[src/rtl/pc_sequencer.sv]
// rtl/pc_sequencer.sv - PC/nPC update sequencer (reset entry, DCTI annul, trap entry); optional PCSEQ_ALIGN_CHECK_EN
module pc_sequencer #(
    parameter int TRAP_CYCLES = 3
) (
    input  logic       Clk,
    input  logic       Reset,
    input  logic       Step,
    input  logic       Branch,
    input  logic       Cond_True,
    input  logic       Branch_Always,
    input  logic       Annul_Bit,
    input  logic       Trap,
    input  logic [1:0] Target_Low,
    output logic [1:0] MUX_PC,
    output logic [1:0] MUX_nPC,
    output logic       PC_Ld,
    output logic       nPC_Ld,
    output logic       Annul,
    output logic       Save_PC,
    output logic       Save_nPC,
    output logic [1:0] State,
    output logic       Misalign
);

    localparam int CW = $clog2(TRAP_CYCLES);

    localparam logic [1:0] S_RESET = 2'b00;
    localparam logic [1:0] S_RUN   = 2'b01;
    localparam logic [1:0] S_TRAP  = 2'b10;

    // Trap counter runs down from TRAP_CYCLES-1; the save strobes key off its first two values
    localparam logic [CW-1:0] CNT_START    = CW'(TRAP_CYCLES - 1);
    localparam logic [CW-1:0] CNT_SAVE_NPC = CW'(TRAP_CYCLES - 2);
    localparam logic [CW-1:0] CNT_ZERO     = '0;

    logic [1:0]    state_q, state_d;
    logic          annul_q, annul_d;
    logic [CW-1:0] cnt_q, cnt_d;

    logic [1:0] mux_pc;
    logic [1:0] mux_npc;
    logic       ld;
    logic       save_pc;
    logic       save_npc;
    logic       misalign;
    logic       taken;
    logic       misalign_hit;

    assign taken = Cond_True | Branch_Always;

`ifdef PCSEQ_ALIGN_CHECK_EN
    // A taken DCTI whose target is not word aligned is turned into a trap
    assign misalign_hit = Branch & taken & (Target_Low != 2'b00);
`else
    logic unused_target_low;
    assign unused_target_low = ^Target_Low;
    assign misalign_hit      = 1'b0;
`endif

    // Next-state and mux/load decode; Reset overrides everything combinationally
    always_comb begin
        state_d  = state_q;
        annul_d  = annul_q;
        cnt_d    = cnt_q;
        mux_pc   = 2'b00;
        mux_npc  = 2'b00;
        ld       = 1'b0;
        save_pc  = 1'b0;
        save_npc = 1'b0;
        misalign = 1'b0;
        case (state_q)
            S_RUN: begin
                if (Step) begin
                    if (annul_q) begin
                        // Annulled slot: advance sequentially, ignore Trap/Branch
                        ld      = 1'b1;
                        annul_d = 1'b0;
                    end else if (Trap) begin
                        state_d = S_TRAP;
                        cnt_d   = CNT_START;
                        annul_d = 1'b0;
                    end else if (misalign_hit) begin
                        misalign = 1'b1;
                        state_d  = S_TRAP;
                        cnt_d    = CNT_START;
                        annul_d  = 1'b0;
                    end else if (Branch) begin
                        ld = 1'b1;
                        if (taken) begin
                            mux_npc = 2'b01;
                            annul_d = Annul_Bit & Branch_Always;
                        end else begin
                            annul_d = Annul_Bit;
                        end
                    end else begin
                        ld      = 1'b1;
                        annul_d = 1'b0;
                    end
                end
            end
            S_TRAP: begin
                save_pc  = (cnt_q == CNT_START);
                save_npc = (cnt_q == CNT_SAVE_NPC);
                if (cnt_q == CNT_ZERO) begin
                    mux_pc  = 2'b10;
                    mux_npc = 2'b10;
                    ld      = 1'b1;
                    state_d = S_RUN;
                end else begin
                    cnt_d = cnt_q - CW'(1);
                end
            end
            default: begin
                // Reset vector: PC=0, nPC=4
                mux_pc  = 2'b11;
                mux_npc = 2'b11;
                ld      = 1'b1;
                state_d = S_RUN;
            end
        endcase
        if (Reset) begin
            mux_pc   = 2'b11;
            mux_npc  = 2'b11;
            ld       = 1'b0;
            save_pc  = 1'b0;
            save_npc = 1'b0;
            misalign = 1'b0;
        end
    end

    // State, annul flag and trap counter registers
    always_ff @(posedge Clk or posedge Reset) begin
        if (Reset) begin
            state_q <= S_RESET;
            annul_q <= 1'b0;
            cnt_q   <= '0;
        end else begin
            state_q <= state_d;
            annul_q <= annul_d;
            cnt_q   <= cnt_d;
        end
    end

    assign MUX_PC   = mux_pc;
    assign MUX_nPC  = mux_npc;
    assign PC_Ld    = ld;
    assign nPC_Ld   = ld;
    assign Annul    = annul_q;
    assign Save_PC  = save_pc;
    assign Save_nPC = save_npc;
    assign State    = state_q;
    assign Misalign = misalign;

endmodule

[config.mk]
export PLATFORM = sky130hd
export DESIGN_NAME = pc_sequencer
export DESIGN_NICKNAME = d
export VERILOG_FILES = /design/src/rtl/pc_sequencer.sv
export SDC_FILE = /design/constraint.sdc
export NUM_CORES = 1
export LEC_CHECK = 0
export CAP_MARGIN = 10
export CORE_AREA = 2 2 39 41
export DETAILED_ROUTE_END_ITERATION = 12
export DIE_AREA = 0 0 41 43
export PLACE_DENSITY = 0.74
export SLEW_MARGIN = 20
export SYNTH_ARGS = -nofsm -noshare
export SYNTH_HDL_FRONTEND = slang
export SYNTH_SLANG_ARGS = --single-unit
[constraint.sdc]
create_clock -name Clk -period 2.6 [get_ports Clk]
set_input_delay 0.26 -clock Clk [delete_from_list [all_inputs] [get_ports Clk]]
set_output_delay 0.26 -clock Clk [all_outputs]
set_load 0.02 [all_outputs]
==> run summary, run 1 <==
The number of antenna diodes is 0. The final wirelength is 825 um. The met1 wire length is about 370 um.

The routed length on met3 came out at between 60 and 70 um. The global-route wire length before repair is 1.46 mm. Routed signal wires occupy layers up through met3. Dividing the detail-routed via count by the number of cells gives roughly 4.6. The final worst setup slack came out at about 0.26 ns. The global router's overall resource usage is ~12%. The die area came out at about 0.0018 mm2. The switching share of total power came out at 41.0%.

CTS built an H-tree with a depth of 1. The minimum period implied by the final worst setup slack is 2.34 ns. The count of final max-slew check failures came out at 0.

The number of endpoints with negative hold slack in the final report is 0. The power spent charging and discharging nets is 0.242 mW. The final routed wire length divided by cell count came out at ~9.8 um.

The share of power burned in registers is between 20% and 30%. The data arrival time of the critical path came out at between 2 and 2.5 ns. The floorplan step defined a core boundary enclosing around 0.0014 mm2. Detailed placement ended at an HPWL of about 680 um.

The leftover overflow at the end of global routing is 0. The layout filler cell count is 141. The sort of element at the end of the critical path is an output port.

The critical path goes through inv_1 > ha_1 > nor2b_1 > o21ai_0 > clkdlybuf4s50_1. The area added between synthesis and finish is 51.4%. Setup repair after global routing left no endpoint under its margin. The number of register bits inferred by synthesis is 5. The final antenna-violating net count came out at 0.

Setup total negative slack on the finished layout was measured at 0 ns. The average cell area after synthesis is approximately 8.7 um2. After detailed placement, the design holds a cell count of 80. The share of layout cells above drive strength 1 came out at 10.3%.

The number of DRC violations after detailed routing came out at 0. The min-delay analysis places its worst path in the category primary input to asynchronous set/reset pin. The flow ran to the end, and the final reports show no timing, DRC or antenna violations.

The number of antenna violations at the first check in global routing came to 0. The boundary pin count is 22. The largest fanout of any net on the critical path is 8. In this design, the stage delay of the slowest critical-path cell is 0.56 ns. Yosys printed 0 warnings. The net count after synthesis came out at 63.

The period utilization came out at between 80% and 90%. Max-cap violations in this run came to 0. At the later pin of the worst-skew pair, clock insertion delay measures 0.24 ns. The initialized floorplan defines 14 standard-cell rows. The top cell type's share of synthesized area is 30.0%. The sink count of the clock tree came out at 5. The netlist uses 25 different library cells. For this block, the via count after detailed routing is 390. In this run, post-CTS hold repair placed 0 buffers. The achievable frequency is ~430 MHz.

The last weighted congestion value of the routability-driven placer is ~0.69. The post-synth design cell area came out at roughly 420 um2. The starting utilization of the core area came out at a little under a third.

The finished layout holds 84 standard cells, fillers aside. The met2 wirelength from detailed routing came out at about 400 um. Summed over all cells, the static leakage comes to around 0.30 nW. By area the synthesized netlist is led by sky130_fd_sc_hd__dfrtp_1 30%, sky130_fd_sc_hd__ha_1 15%, sky130_fd_sc_hd__inv_1 6.3%. Internal power comes to ~0.35 mW. The post-synthesis cell count came out at 48. After clock tree synthesis, the clock-pin slew on the worst setup and hold paths is about 0.050 ns.

The worst-case vdd ir drop came out at around 0.55 mV. The smallest hold slack is between 0.3 and 0.4 ns. The clock share of power came out at between 15 and 20%. The setup violation total in the final timing report is 0. Combinational logic burns 63.4% of the power. The count of input and output buffers is 18. The worst slack at placement came out at about 0.16 ns. The die extent in x is slightly above 40 um. On the final layout, the worst clock skew is slightly above 0.006 ns. The pin count of the biggest net entering global routing is 10.

The biggest area contributor in the post-synthesis netlist is sky130_fd_sc_hd__dfrtp_1. From bottom edge to top edge, the die measures around 43 um. In this run the deepest clock path goes through 2 buffers. The iteration count of the initial detailed-routing pass is 4.

The cell at the root of the clock tree is sky130_fd_sc_hd__clkbuf_4. The number of buffers created by CTS is 3. For the worst setup path, the data required time is between 2 and 2.5 ns. The classification of the worst setup path is flip-flop to output port. The number of global-route vias before repair is roughly 350. The worst setup path is launched from a flip-flop.

The number of violations reported at the end of detailed-routing iteration 0 is 3. The total number of nets in the final design came out at 84. The cell area power density came out at approximately 940 mW/mm2. TritonCTS built the clock tree. The slowest stage of the critical path belongs to the cell sky130_fd_sc_hd__clkdlybuf4s50_1. Sequential elements use a little under a third of the synthesized area.
==> cells by family (layout without fill, tap and decap cells) <==
group / after synthesis / after routing / synth area share, %
adder cells (fa/ha/maj): 5 / 5 / 15.0
other: 1 / 1 / 0.900
multiplexers: 1 / 1 / 2.70
AO/OA/AOI/OAI: 14 / 14 / 21.0
buffers and inverters: 10 / 30 / 11.7
AND/OR/NAND/NOR: 12 / 12 / 18.6
flip-flops: 5 / 5 / 30.0
==> registers in the layout, summed over array words and instances, names as in the netlist <==
register	count
State	2
cnt_q	2
Annul	1
==> power by group through the flow <==
stage	Clock (mW)	Sequential [mW]	Combinational (mW)
2_1_floorplan	0	0.144	0.220
3_3_place_gp	0	0.127	0.373
3_5_place_dp	0	0.129	0.377
4_1_cts	0.0920	0.128	0.381
5_1_grt	0.0969	0.132	0.411
6_report	0.0893	0.127	0.374
==> area by class of cell <==
type	instances	area (um2)	share of cell area, %
Multi-Input combinational cell	33	243	38.5
Timing Repair Buffer	19	190	30.2
Sequential cell	5	125	19.8
Clock buffer	4	26.3	4.17
Inverter	7	26.3	4.17
Tap cell	16	20.0	3.17
==> worst max-delay path: cells and delay by family (launching register included) <==
kind	cells	cell delay, ns
simple gates	1	0.33
compound gates	1	0.17
buf+inv	2	0.63
fa+ha+maj	1	0.30
flops	1	0.41
==> cells in the final DEF (no fill, tap or decap) <==
cell type and n:
sky130_fd_sc_hd__or4b_1 1, sky130_fd_sc_hd__buf_4 1, sky130_fd_sc_hd__dfrtp_1 5, sky130_fd_sc_hd__a22o_1 1
sky130_fd_sc_hd__or2_2 1, sky130_fd_sc_hd__conb_1 1, sky130_fd_sc_hd__o21ai_1 1, sky130_fd_sc_hd__a21boi_0 1
sky130_fd_sc_hd__inv_1 7, sky130_fd_sc_hd__a21o_1 1, sky130_fd_sc_hd__o221ai_1 1, sky130_fd_sc_hd__clkbuf_4 3
sky130_fd_sc_hd__nand2_2 1, sky130_fd_sc_hd__nand3b_1 1, sky130_fd_sc_hd__o21a_1 1, sky130_fd_sc_hd__o21ai_0 5
sky130_fd_sc_hd__nand2_1 1, sky130_fd_sc_hd__mux2_2 1, sky130_fd_sc_hd__clkdlybuf4s50_1 17, sky130_fd_sc_hd__and3_1 2
sky130_fd_sc_hd__clkbuf_1 1, sky130_fd_sc_hd__nand2b_1 1, sky130_fd_sc_hd__a21oi_1 2, sky130_fd_sc_hd__dlymetal6s2s_1 1
sky130_fd_sc_hd__a22oi_1 1, sky130_fd_sc_hd__nor2b_1 2, sky130_fd_sc_hd__nor2_1 1, sky130_fd_sc_hd__ha_1 5
sky130_fd_sc_hd__nand4b_1 1
==> final timing paths <==
path                                      start              endpoint  slack [ns]  cells past startpoint
setup / recovery           State[0]$_DFFE_PP0P_            MUX_nPC[1]        0.26                      5
hold / removal                            Reset  State[1]$_DFFE_PP0P_        0.30                      2
setup reg to reg           State[0]$_DFFE_PP0P_  cnt_q[0]$_DFFE_PP0P_        0.95                      5
hold reg to reg               Annul$_DFFE_PP0P_     Annul$_DFFE_PP0P_        0.56                      2
max in group asynchronous                 Reset     Annul$_DFFE_PP0P_        2.07                      2
min in group Clk              Annul$_DFFE_PP0P_     Annul$_DFFE_PP0P_        0.56                      2
==> routing by layer <==
layer / vias up / track usage (%)
met5: - / 0
met4: 0 / 6.00
met3: 0 / 3.66
met2: 15 / 16.6
met1: 172 / 16.4
li1: 203 / -
==> cells in the mapped netlist, drive strengths merged <==
library cell  instances
and3                  2
o221ai                1
a22o                  1
inv                   7
buf                   3
conb                  1
nand4b                1
or4b                  1
nand3b                1
dfrtp                 5
a22oi                 1
or2                   1
a21o                  1
a21oi                 2
nor2b                 2
mux2                  1
ha                    5
nor2                  1
o21ai                 6
o21a                  1
a21boi                1
nand2b                1
nand2                 2
==> per-stage QoR <==
stage / total power, mW / utilization (%) / cell area, um2
detailed placement: 0.506 / 43.5 / 602
global route: 0.640 / 45.6 / 631
global placement: 0.500 / 43.5 / 602
floorplan: 0.364 / - / 417
finish: 0.591 / 45.6 / 631
CTS: 0.601 / 45.4 / 628
==> what timing repair did <==
action                     4_1_cts  5_1_grt
setup buffers                    0        0
resized for setup                0        1
setup endpoints to repair        0        1
(Power assumes the default switching activity.)
==> inputs of run 2 (changes only) <==
REMOVE_ABC_BUFFERS = 1   (was default)
==> run 2 against run 1 <==
First-iteration DRC count is 67% higher. Register-to-register slack better by 0.02 ns. Wire length is 7.6% higher. Sequential share of layout area stayed put. Largest power group unchanged. Highest routed layer is now met4.
==> run summary, run 2 (synthesis gave the netlist of run 1 again) <==
The count of final max-slew check failures came out at 0. Max-cap violations in this run came to 0. The total number of vias is 401. The sequential cell area came out at about 130 um2.

The critical path in this run is classified as flip-flop to output port. The total number of nets in the final design is between 80 and 90. In the routed layout, each cell is associated on average with a via count of 4.77. The clock network latency to the later pin of the worst-skew pair came out at ~0.25 ns.

The area added between synthesis and finish is 51.4%. The final worst setup slack came out at 0.253 ns. The global routing usage on met2 came out at a little under a fifth. The floorplan has 14 rows. Summing all non-filler instances in the final layout gives an area of between 600 and 700 um2. STA classifies the critical path endpoint as an output port. The cell total after placement is 80. The starting utilization of the core area came out at between 30% and 40%. The layout filler cell count came out at ~150. The part of the power in combinational logic is 62.9%. In the layout the commonest cells are 17 x sky130_fd_sc_hd__clkdlybuf4s50_1, 7 x sky130_fd_sc_hd__inv_1, 5 x sky130_fd_sc_hd__dfrtp_1, 5 x sky130_fd_sc_hd__o21ai_0, 5 x sky130_fd_sc_hd__ha_1. The number of buffers created by CTS is 3. Setup repair after global routing left no endpoint under its margin. TritonCTS built the clock tree. The path class of the tightest hold or removal check is primary input to asynchronous set/reset pin. STA classifies the critical path startpoint as a flip-flop. The number of antenna diodes is 0. The worst-case vdd ir drop came out at roughly 0.48 mV. The setup violation total in the final timing report is 0. The number of endpoints with negative hold slack in the final report came to 0. The iteration count of the initial detailed-routing pass came out at 2. After clock tree synthesis, the clock-pin slew on the worst setup and hold paths is around 0.050 ns. The number of global-route vias before repair is between 300 and 400. The aggregate negative setup slack is 0 ns. The period utilization is 90.3%. The data arrival time of the critical path came out at 2.09 ns.

Of all nets on the critical path, the largest fanout is 8. Summing all multi-input logic gate instances after layout gives ~240 um2. The share of power burned in registers is a little over a fifth. Across every metal layer, demand over resource in global routing totals around 13%. The cell at the root of the clock tree is sky130_fd_sc_hd__clkbuf_4.

The leakage component of the power is just under 0.3 nW. The HPWL after detailed placement is a little under 700 um. Counting every sink on the clock net gives 5.

The last weighted congestion value of the routability-driven placer came out at roughly 0.74. The worst slack at placement is roughly 0.15 ns. The setup clock skew after layout came out at approximately 0.0035 ns. The internal power came out at ~0.35 mW. The fraction of met1 tracks used by global routing came out at 16.4%. The global-route wire length before repair is 1.52 mm. For this design the total switching power over the nets is 0.249 mW.

The die boundary height is about 43 um. The pin count of the biggest net entering global routing is 10. The die area is around 0.0018 mm2. The cell area power density came out at 949 mW/mm2. The core outline area is about 0.0014 mm2. The minimum period implied by the final worst setup slack is ~2.3 ns.

In the final layout, the share of cells above drive strength 1 is just over 10%. The clock share of power came out at between 15 and 20%. The non-filler instance count after layout is 84. The worst register-to-register path has a setup slack of approximately 0.97 ns. The final antenna-violating net count came out at 0. The global-route met3 utilization is 4.19%.

The data required time at the worst endpoint came out at 2.34 ns. The first routing iteration left 5 violations. The flow ran to the end, and the final reports show no timing, DRC or antenna violations. Global routing finished with a remaining overflow of 0.

In this run the cell area measured after placement is between 600 and 700 um2. The final wirelength is between 800 and 900 um. Leaving out fill and tap cells, the most frequent cell in the layout is sky130_fd_sc_hd__clkdlybuf4s50_1. The deepest clock path buffer count came out at 2. The number of levels in the clock H-tree came out at 1. The switching share of total power came out at 41.6%. The boundary pin count is 22. Derived from the worst setup path, the maximum achievable clock frequency is roughly 430 MHz.

The die extent in x came out at around 41 um. The layer flagged by global routing as most heavily used is met2. The count of hold buffers inserted by post-cts repair came out at 0.

Port buffering added 18 buffers. The final routed wire length divided by cell count came out at roughly 11 um. The number of DRC violations after detailed routing came out at 0.

The number of antenna violations at the first check in global routing is 0.
[run 2: cell counts in the layout (fill, tap and decap cells not counted)]
Identical to the previous run, type by type.
[run 2: metal layers]
metal,part of all wire (%),vias to the layer above
met2,46,20
met4,0.90,0
li1,-,203
met1,44,176
met5,0,-
met3,8.6,2
[run 2: final timing paths]
kind                                      startpoint                   end  cells past startpoint
worst min register to register     Annul$_DFFE_PP0P_     Annul$_DFFE_PP0P_                      2
min in group Clk                   Annul$_DFFE_PP0P_     Annul$_DFFE_PP0P_                      2
worst max register to register  State[0]$_DFFE_PP0P_  cnt_q[0]$_DFFE_PP0P_                      5
worst min-delay path                           Reset  State[1]$_DFFE_PP0P_                      2
max in group asynchronous                      Reset  cnt_q[0]$_DFFE_PP0P_                      2
worst max-delay path            State[0]$_DFFE_PP0P_            MUX_nPC[1]                      5
[run 2: stage by stage]
step                total power [mW]  hold WS, ns  utilization [%]
global placement               0.500        0.551             43.5
floorplan                      0.345       0.0628                -
detailed placement             0.509        0.566             43.5
CTS                            0.608        0.305             45.4
global route                   0.648        0.337             45.6
finish                         0.599        0.300             45.6
[run 2: final cells by class]
type | instances | share of cell area [%]
clock buffer | 4 | 4.17
timing repair buffer | 19 | 30.2
inverter | 7 | 4.17
multi-input combinational | 33 | 38.5
tap | 16 | 3.17
sequential | 5 | 19.8
[run 2: critical path, cell delays in order, from the launching register on]
cell and delay, ns:
sky130_fd_sc_hd__dfrtp_1 0.41, sky130_fd_sc_hd__inv_1 0.07, sky130_fd_sc_hd__ha_1 0.29, sky130_fd_sc_hd__nor2b_1 0.33, sky130_fd_sc_hd__o21ai_0 0.18, sky130_fd_sc_hd__clkdlybuf4s50_1 0.57
[run 2: repair_timing]
item                                    CTS  global route
setup buffers                             0             0
endpoints found under the setup margin    0             1
hold endpoints to repair                  0             0
resized for setup                         0             1
[run 2: power by group through the flow]
stage / clock network (mW) / registers (mW) / logic [mW]
floorplan: 0 / 0.144 / 0.202
global placement: 0 / 0.126 / 0.374
detailed placement: 0 / 0.129 / 0.380
CTS: 0.0976 / 0.127 / 0.383
global route: 0.101 / 0.133 / 0.414
finish: 0.0957 / 0.127 / 0.376
